==> src/rtl/sdram_read_to_avalon_st.sv <==
// SDRAM read path: takes byte-address instructions, issues 8-beat
// 256-bit Avalon-MM read bursts and streams byte-reversed beats on
// Avalon-ST through a show-ahead FIFO. Also exposes a small debug CSR.
//
// Ports:
//   clock, reset          sole clock, async active-high reset
//   mm_*                  Avalon-MM read master (burst word address)
//   st_instruction_*      instruction sink (data = byte address, 0 = no-op)
//   st_valid/data/ready   Avalon-ST beat source
//   csr_*                 registered debug readback
module sdram_read_to_avalon_st #(
    parameter int FIFO_DEPTH = 16
) (
    input  logic         clock,
    input  logic         reset,
    output logic [26:0]  mm_addr,
    output logic [31:0]  mm_byteenable,
    output logic [7:0]   mm_burstcount,
    output logic         mm_read,
    input  logic [255:0] mm_readdata,
    input  logic         mm_readdatavalid,
    input  logic         mm_waitrequest,
    input  logic         st_instruction_valid,
    output logic         st_instruction_ready,
    input  logic [31:0]  st_instruction_data,
    output logic         st_valid,
    output logic [255:0] st_data,
    input  logic         st_ready,
    output logic [31:0]  csr_readdata,
    input  logic [3:0]   csr_address,
    input  logic         csr_read
);
    localparam int AW = $clog2(FIFO_DEPTH);
    localparam int CW = AW + 1;
    // Highest fill level that still leaves room for a whole burst.
    localparam logic [CW-1:0] FILL_MAX = CW'(FIFO_DEPTH - 8);

    typedef enum logic [1:0] {
        IDLE      = 2'd0,
        REQUEST   = 2'd1,
        RECEIVING = 2'd2
    } state_t;

    state_t        state;
    logic [3:0]    beat_count;
    logic [31:0]   bursts_done;

    logic [255:0]  mem [FIFO_DEPTH];
    logic [AW-1:0] wr_ptr;
    logic [AW-1:0] rd_ptr;
    logic [CW-1:0] fifo_count;
    logic [255:0]  swapped;

    logic is_noop;
    logic take_cmd;
    logic push;
    logic pop;
    logic last_beat;
    logic unused_bits;

    assign is_noop  = st_instruction_data == 32'd0;
    assign take_cmd = (state == IDLE) && st_instruction_valid
                      && !is_noop && (fifo_count <= FILL_MAX);
    assign st_instruction_ready = take_cmd
                                  || (st_instruction_valid && is_noop);

    // Returned beats cannot be stalled; anything arriving in IDLE is stale.
    assign push      = mm_readdatavalid && (state != IDLE);
    assign pop       = st_valid && st_ready;
    assign last_beat = push && (beat_count == 4'd7);

    assign st_valid = fifo_count != '0;
    assign st_data  = mem[rd_ptr];

    assign unused_bits = &{1'b0, csr_read, st_instruction_data[4:0]};

    always_comb begin
        swapped = '0;
        for (int k = 0; k < 32; k++) begin
            swapped[8*k +: 8] = mm_readdata[8*(31-k) +: 8];
        end
    end

    // Storage carries no reset; validity is tracked by fifo_count.
    always_ff @(posedge clock) begin
        if (push) begin
            mem[wr_ptr] <= swapped;
        end
    end

    always_ff @(posedge clock or posedge reset) begin
        if (reset) begin
            wr_ptr     <= '0;
            rd_ptr     <= '0;
            fifo_count <= '0;
        end else begin
            if (push) begin
                wr_ptr <= wr_ptr + AW'(1);
            end
            if (pop) begin
                rd_ptr <= rd_ptr + AW'(1);
            end
            fifo_count <= fifo_count + CW'(push) - CW'(pop);
        end
    end

    always_ff @(posedge clock or posedge reset) begin
        if (reset) begin
            state         <= IDLE;
            mm_addr       <= '0;
            mm_byteenable <= '0;
            mm_burstcount <= '0;
            mm_read       <= 1'b0;
            beat_count    <= '0;
            bursts_done   <= '0;
        end else begin
            case (state)
                IDLE: begin
                    if (take_cmd) begin
                        mm_addr       <= st_instruction_data[31:5];
                        mm_byteenable <= 32'hFFFF_FFFF;
                        mm_burstcount <= 8'd8;
                        mm_read       <= 1'b1;
                        beat_count    <= '0;
                        state         <= REQUEST;
                    end
                end
                REQUEST: begin
                    if (!mm_waitrequest) begin
                        mm_read <= 1'b0;
                        state   <= RECEIVING;
                    end
                end
                default: ;
            endcase
            if (push) begin
                beat_count <= beat_count + 4'd1;
            end
            if (last_beat) begin
                state       <= IDLE;
                mm_read     <= 1'b0;
                bursts_done <= bursts_done + 32'd1;
            end
        end
    end

    always_ff @(posedge clock or posedge reset) begin
        if (reset) begin
            csr_readdata <= '0;
        end else begin
            case (csr_address)
                4'd0:    csr_readdata <= {30'd0, state};
                4'd4:    csr_readdata <= bursts_done;
                4'd8:    csr_readdata <= {5'd0, mm_addr};
                4'd12:   csr_readdata <= {22'd0, mm_read, mm_waitrequest,
                                          mm_readdatavalid, 1'b0,
                                          st_instruction_valid,
                                          st_instruction_ready, 2'b0,
                                          st_valid, st_ready};
                4'd13:   csr_readdata <= {{(32-CW){1'b0}}, fifo_count};
                default: csr_readdata <= 32'hDEAD_BEEF;
            endcase
        end
    end
endmodule
==> config.mk <==
export PLATFORM = sky130hd
export DESIGN_NAME = sdram_read_to_avalon_st
export DESIGN_NICKNAME = d
export VERILOG_FILES = /design/src/rtl/sdram_read_to_avalon_st.sv
export SDC_FILE = /design/constraint.sdc
export NUM_CORES = 2
export LEC_CHECK = 0
export CORE_MARGIN = 2
export CORE_UTILIZATION = 60
export DETAILED_ROUTE_END_ITERATION = 12
export GPL_ROUTABILITY_DRIVEN = 0
export PLACE_DENSITY = 0.79
export SLEW_MARGIN = 20
export SYNTH_ARGS = -nofsm -noshare
export SYNTH_HDL_FRONTEND = slang
export SYNTH_SLANG_ARGS = --single-unit
export TNS_END_PERCENT = 10
==> constraint.sdc <==
create_clock -name clock -period 10.1 [get_ports clock]
set_input_delay 1.515 -clock clock [delete_from_list [all_inputs] [get_ports clock]]
set_output_delay 1.515 -clock clock [all_outputs]
set_load 0.05 [all_outputs]
* Word-level counts from Yosys, hierarchy flattened
Memories as Yosys holds them, arrays and structs flattened.
Cells that the tools add are included.
** Word-level totals
- Register bits after elaboration :: 113
- Bits in latches :: 0
- Memory bits (writable) :: 4096
- Memory bits (read-only) :: 0
- Input port bits :: 299
- Output and inout bits :: 358
- Memories kept :: 1
** Memories
- mem :: depth 16, width 256, rd ports 1, clocked after Yosys merged registers in 0, write ports 1, RTL line 48 : logic [255:0] mem [FIFO_DEPTH];
** Cells by class
- Add/sub/neg operators :: 6
- $mul :: 0
- Div/mod/pow operators :: 0
- $lt $le $gt $ge :: 1
- Equality and inequality tests :: 8
- Shift operators :: 0
- Multiplexer cells :: 14
- Bitwise logic cells :: 0
- Reduce and logical (&&, ||, !) cells :: 20
** Operators with widths (count)
- $pmux W32 S5 :: 1
- $add A32 B1 Y32 const B :: 1
- $logic_not A32 Y1 :: 1
- $add A4 B1 Y4 const B :: 3
- $eq A4 B4 Y1 const B :: 3
- $mux W4 :: 3
- $eq A4 B3 Y1 const B :: 2
- $logic_and A1 B1 Y1 :: 7
- $mux W2 :: 3
- $ne A3 B3 Y1 const B :: 2
- $reduce_bool A2 Y1 :: 3
- $add A5 B1 Y5 :: 1
- $le A5 B4 Y1 const B :: 1
- $mux W1 :: 5
- $reduce_bool A5 Y1 :: 1
- $sub A5 B1 Y5 :: 1
- $logic_not A4 Y1 :: 1
- $pmux W2 S2 :: 1
- $reduce_and A2 Y1 :: 2
- $reduce_and A3 Y1 :: 1
- $reduce_bool A3 Y1 :: 1
- $eq A2 B1 Y1 const B :: 1
- $logic_not A2 Y1 :: 1
- $pmux W1 S2 :: 1
- other kinds (2) :: 2

* Depth between registers and ports, before layout
- Depth after elaboration :: 7
- Depth in mapped cells :: 14
- Mapped depth without buffers :: 13

* Least setup slack after synthesis
No wires, ideal clock.
- Path kind :: input to register
- Start point :: in mm_readdatavalid
- End point :: mem mem[0][0], enable pin
- Arrival :: 8.023 ns
- Path slack :: 1.428 ns
- Stages on the path :: 5
- Path buffers :: 1
- Cell sequence :: o21a_1 inv_1 buf_1 nor3_1 and2_1
** Between the ends
- Word-level cells in the longest chain between the ends :: 3
** RTL lines
- start, declared :: RTL line 21 : input logic mm_readdatavalid,
- $logic_and A1 B1 Y1 :: RTL line 68 : assign push = mm_readdatavalid && (state != IDLE);
- $mux W1 :: RTL line 86 : if (push) begin
- $mux W1 (implied by the code) :: RTL line 87 : mem[wr_ptr] <= swapped;
- end, declared :: RTL line 48
Every way passes these cells.

* Worst setup path in the final report
- Start point :: reg rd_ptr[0]
- End point :: out st_data[42]
** Between the ends
- Word-level cells in the longest chain between the ends :: 1
** RTL lines
- start, declared :: RTL line 50 : logic [AW-1:0] rd_ptr;
- start signal, assigned :: RTL line 101 : rd_ptr <= rd_ptr + AW'(1);
- $mem_v2 Z16 W256
- end, declared :: RTL line 27 : output logic [255:0] st_data,
Every way passes these cells.

==> reports/metrics.yaml <==
run_status:
  outcome: "completed"
setup_path:
  timing.critical_path.cells: "buf_12, buf_4, mux4_2, nor2b_1, a211oi_1, a21oi_1, clkdlybuf4s50_1"
  cp_data_required_time_ns: 8.59
  setup.worst_path.class: "reg -> out"
  timing.critical_path.to_type: "output port"
  timing.critical_path.arrival_ns: 5.17
  worst-path-buf-inv: 3
  crit_slowest_cell: "dfrtp_4"
  path_delay_family: "buffers and inverters"
  crit_path_max_fanout: 44
  critPathLaunchType: "flip-flop"
  max_stage_delay_ns: 0.99
synthesis:
  synth_sequential_area_ratio_pct: 78.9
  asyncSetResetFlopFracSynth_pct: 2.64
  synth_cell_area_mm2: 0.159
  syn-instance-count: 6491
  yosys_register_bits: 4207
  yosysWarningCount: 0
  synth-edff-count: 4096
  netlist-cell-type-count: 51
  mean_area_per_synthesized_cell_um2: 24.5
  yosys_most_used_dff: "edfxtp_1"
clocking:
  root_buffer: "clkbuf_16"
  cts_resized: 0
  htree_num_levels: 5
  clock-sinks: 4207
  cts_setup_buffers: 0
  cts_made_buffers: 405
  insertion_delay_to_the_later_sink_of_the_worst_skew_pair_ns: 0.94
  cts_max_path_buffers: 4
  postCtsHoldBufs: 0
  clk_pin_slew_ns: 0.06
  cts_tree: "yes"
sta:
  final_min_period_over_clock_period_pct: 66.2
  setup_violation_total_in_the_final_timing_report: 0
  final_period_minus_worst_setup_slack_ns: 6.69
  tightest_slew_ns: 1.11
  fmax_achieved_mhz: 150
  rsz0062_at_grt: "no"
  fin_tns_setup_ns: 0
  final_max_slew_viol_count: 0
  final-hold-violation-count: 0
  timing.slew.headroom_pct: 26.0
  finClkSkew_ns: 0.0603
floorplan:
  placeable_core_region_mm2: 0.265
  die_height_um: 519
  die_w_um: 519
  pin_count: 657
  die_area_mm2: 0.270
  fp-row-count: 189
  initial_utilization_pct: 60.2
global_routing:
  grt_max_degree: 141
  grt_first_pass_wirelength_um: 550000
  vias_in_the_first_global_route: 77700
  globalRoute.totalOverflow: 0
  grt_antenna_before_repair: 70
  grt_usage_pct: 28.2
detailed_routing:
  drt_iter0_markers: 9318
  drt_pre_antenna_iters: 8
  drc: 0
  vias_per_cell: 6.67
  drt-wirelength-per-cell_um: 34.0
  routed_wire_length_um: 379000
  antenna_nets_post_route: 0
  via_count: 74500
layout:
  design.final.nets: 7613
  layout-drive-gt1-share_pct: 25.0
  final.fill_count: 14800
  flow.area_growth_from_synthesis_pct: 14.7
min_path:
  hp-class: "reg -> reg"
placed_design:
  port-buffer-count: 648
  final_hpwl_from_detailed_placement_um: 183000
pwr:
  worst_vdd_drop_mv: 0.435
  power_per_cell_area_mw_per_mm2: 306
  p_leak_uw: 0.0574
  fin_total_pwr_uw: 55900
job:
  max-cap-violations: 0
[synth_stat cells (30+ instances only)]
master | count | area share (%)
buf_2 | 140 | 0.44
buf_4 | 54 | 0.25
buf_1 | 46 | 0.11
mux2i_1 | 112 | 0.70
a21oi_1 | 114 | 0.36
mux4_2 | 1170 | 17
dfrtp_1 | 111 | 1.7
a211oi_1 | 110 | 0.52
mux2_2 | 30 | 0.21
nor2b_1 | 113 | 0.44
xnor2_1 | 35 | 0.19
clkbuf_1 | 129 | 0.30
edfxtp_1 | 4096 | 77
[layer usage]
layer	global-route usage, %	share of wire (%)
met4	9.38	3.1
met3	6.25	10
met5	0	0.13
met2	46.6	51
met1	38.0	36
[final timing paths]
path                       slack, ns  cells past startpoint                   startpoint                          end
hold / removal                  0.51                      1  bursts_done[31]$_DFFE_PP0P_  bursts_done[31]$_DFFE_PP0P_
min in group asynchronous       1.15                      2                        reset        rd_ptr[0]$_DFFE_PP0P_
setup reg to reg                5.74                      6         state[0]$_DFFE_PP0P_        mem[3][251]$_DFFE_PP_
setup / recovery                3.41                      7        rd_ptr[0]$_DFFE_PP0P_                  st_data[42]
max in group asynchronous       7.82                      3                        reset  bursts_done[31]$_DFFE_PP0P_
hold reg to reg                 0.51                      1  bursts_done[31]$_DFFE_PP0P_  bursts_done[31]$_DFFE_PP0P_
[area by class of cell]
cell class                 count  area, um^2  share of cell area (%)
antenna                       27        67.6                  0.0370
clock buffer                 502       10800                    5.91
clock inverter               216        1930                    1.06
inverter                      18        70.1                  0.0383
multi-input combinational   1896       31700                    17.4
sequential                  4207      126000                    68.8
tap                         3533        4420                    2.42
timing repair buffer         770        8010                    4.38
[state kept, by name, summed over array words and instances (netlist names)]
| register | cells |
|---|---|
| mm_addr | 27 |
| mem | 4096 |
| csr_readdata | 32 |
| mm_burstcount | 1 |
| fifo_count | 5 |
| rd_ptr | 4 |
| bursts_done | 32 |
| state | 2 |
| wr_ptr | 4 |
| beat_count | 4 |
[power by group]
group          total, uW  internal [uW]  switching, uW  leakage [uW]
Sequential         21600          20900            645        0.0383
Clock              14600           8250           6380       0.00623
Combinational      19700           7770          12000        0.0128
[per-stage QoR]
stage | cell area, um^2 | std cells | worst slack (ns) | util [%] | hold WS [ns]
global placement | 170000 | 10400 | 4.29 | 64.3 | 0.466
CTS | 183000 | 11100 | 3.21 | 69.1 | 0.517
floorplan | 159000 | 6497 | 1.43 | - | 0.446
finish | 183000 | 11200 | 3.41 | 69.1 | 0.511
global route | 183000 | 11200 | 3.05 | 69.1 | 0.527
detailed placement | 170000 | 10400 | 4.23 | 64.3 | 0.494
[layout by cell type (no fill, tap or decap), drive strengths merged, types with 26 or more instances in the layout]
master,count
a211oi,110
clkdlybuf4s50,648
diode,27
clkbuf,502
clkinv,171
buf,122
mux2i,112
edfxtp,4096
dfrtp,111
bufinv,26
mux4,1170
inv,29
nor2b,113
a21oi,115
mux2,30
xnor2,35
[worst register-to-register path: stages, from the launching register on]
cell and delay (ns):
dfrtp_1 0.48, o21a_1 0.52, inv_1 0.38, nor3_1 0.50
and2_4 0.43, buf_12 0.67, buf_4 0.92
[kinds of logic (layout without fill, tap and decap cells)]
| logic type | count (synthesis) | after routing | share of synthesized area [%] |
|---|---|---|---|
| other | 1 | 34 | 0.00235 |
| and+or+nand+nor | 241 | 241 | 0.914 |
| AOI/OAI and AO/OA | 280 | 280 | 1.15 |
| muxes | 1312 | 1312 | 17.5 |
| xor gates and xnor gates | 40 | 40 | 0.220 |
| adders and majority gates | 16 | 16 | 0.130 |
| buffers and inverters | 394 | 1506 | 1.20 |
| DFF | 4207 | 4207 | 78.9 |
No activity file was read; power rests on OpenSTA's default activity.
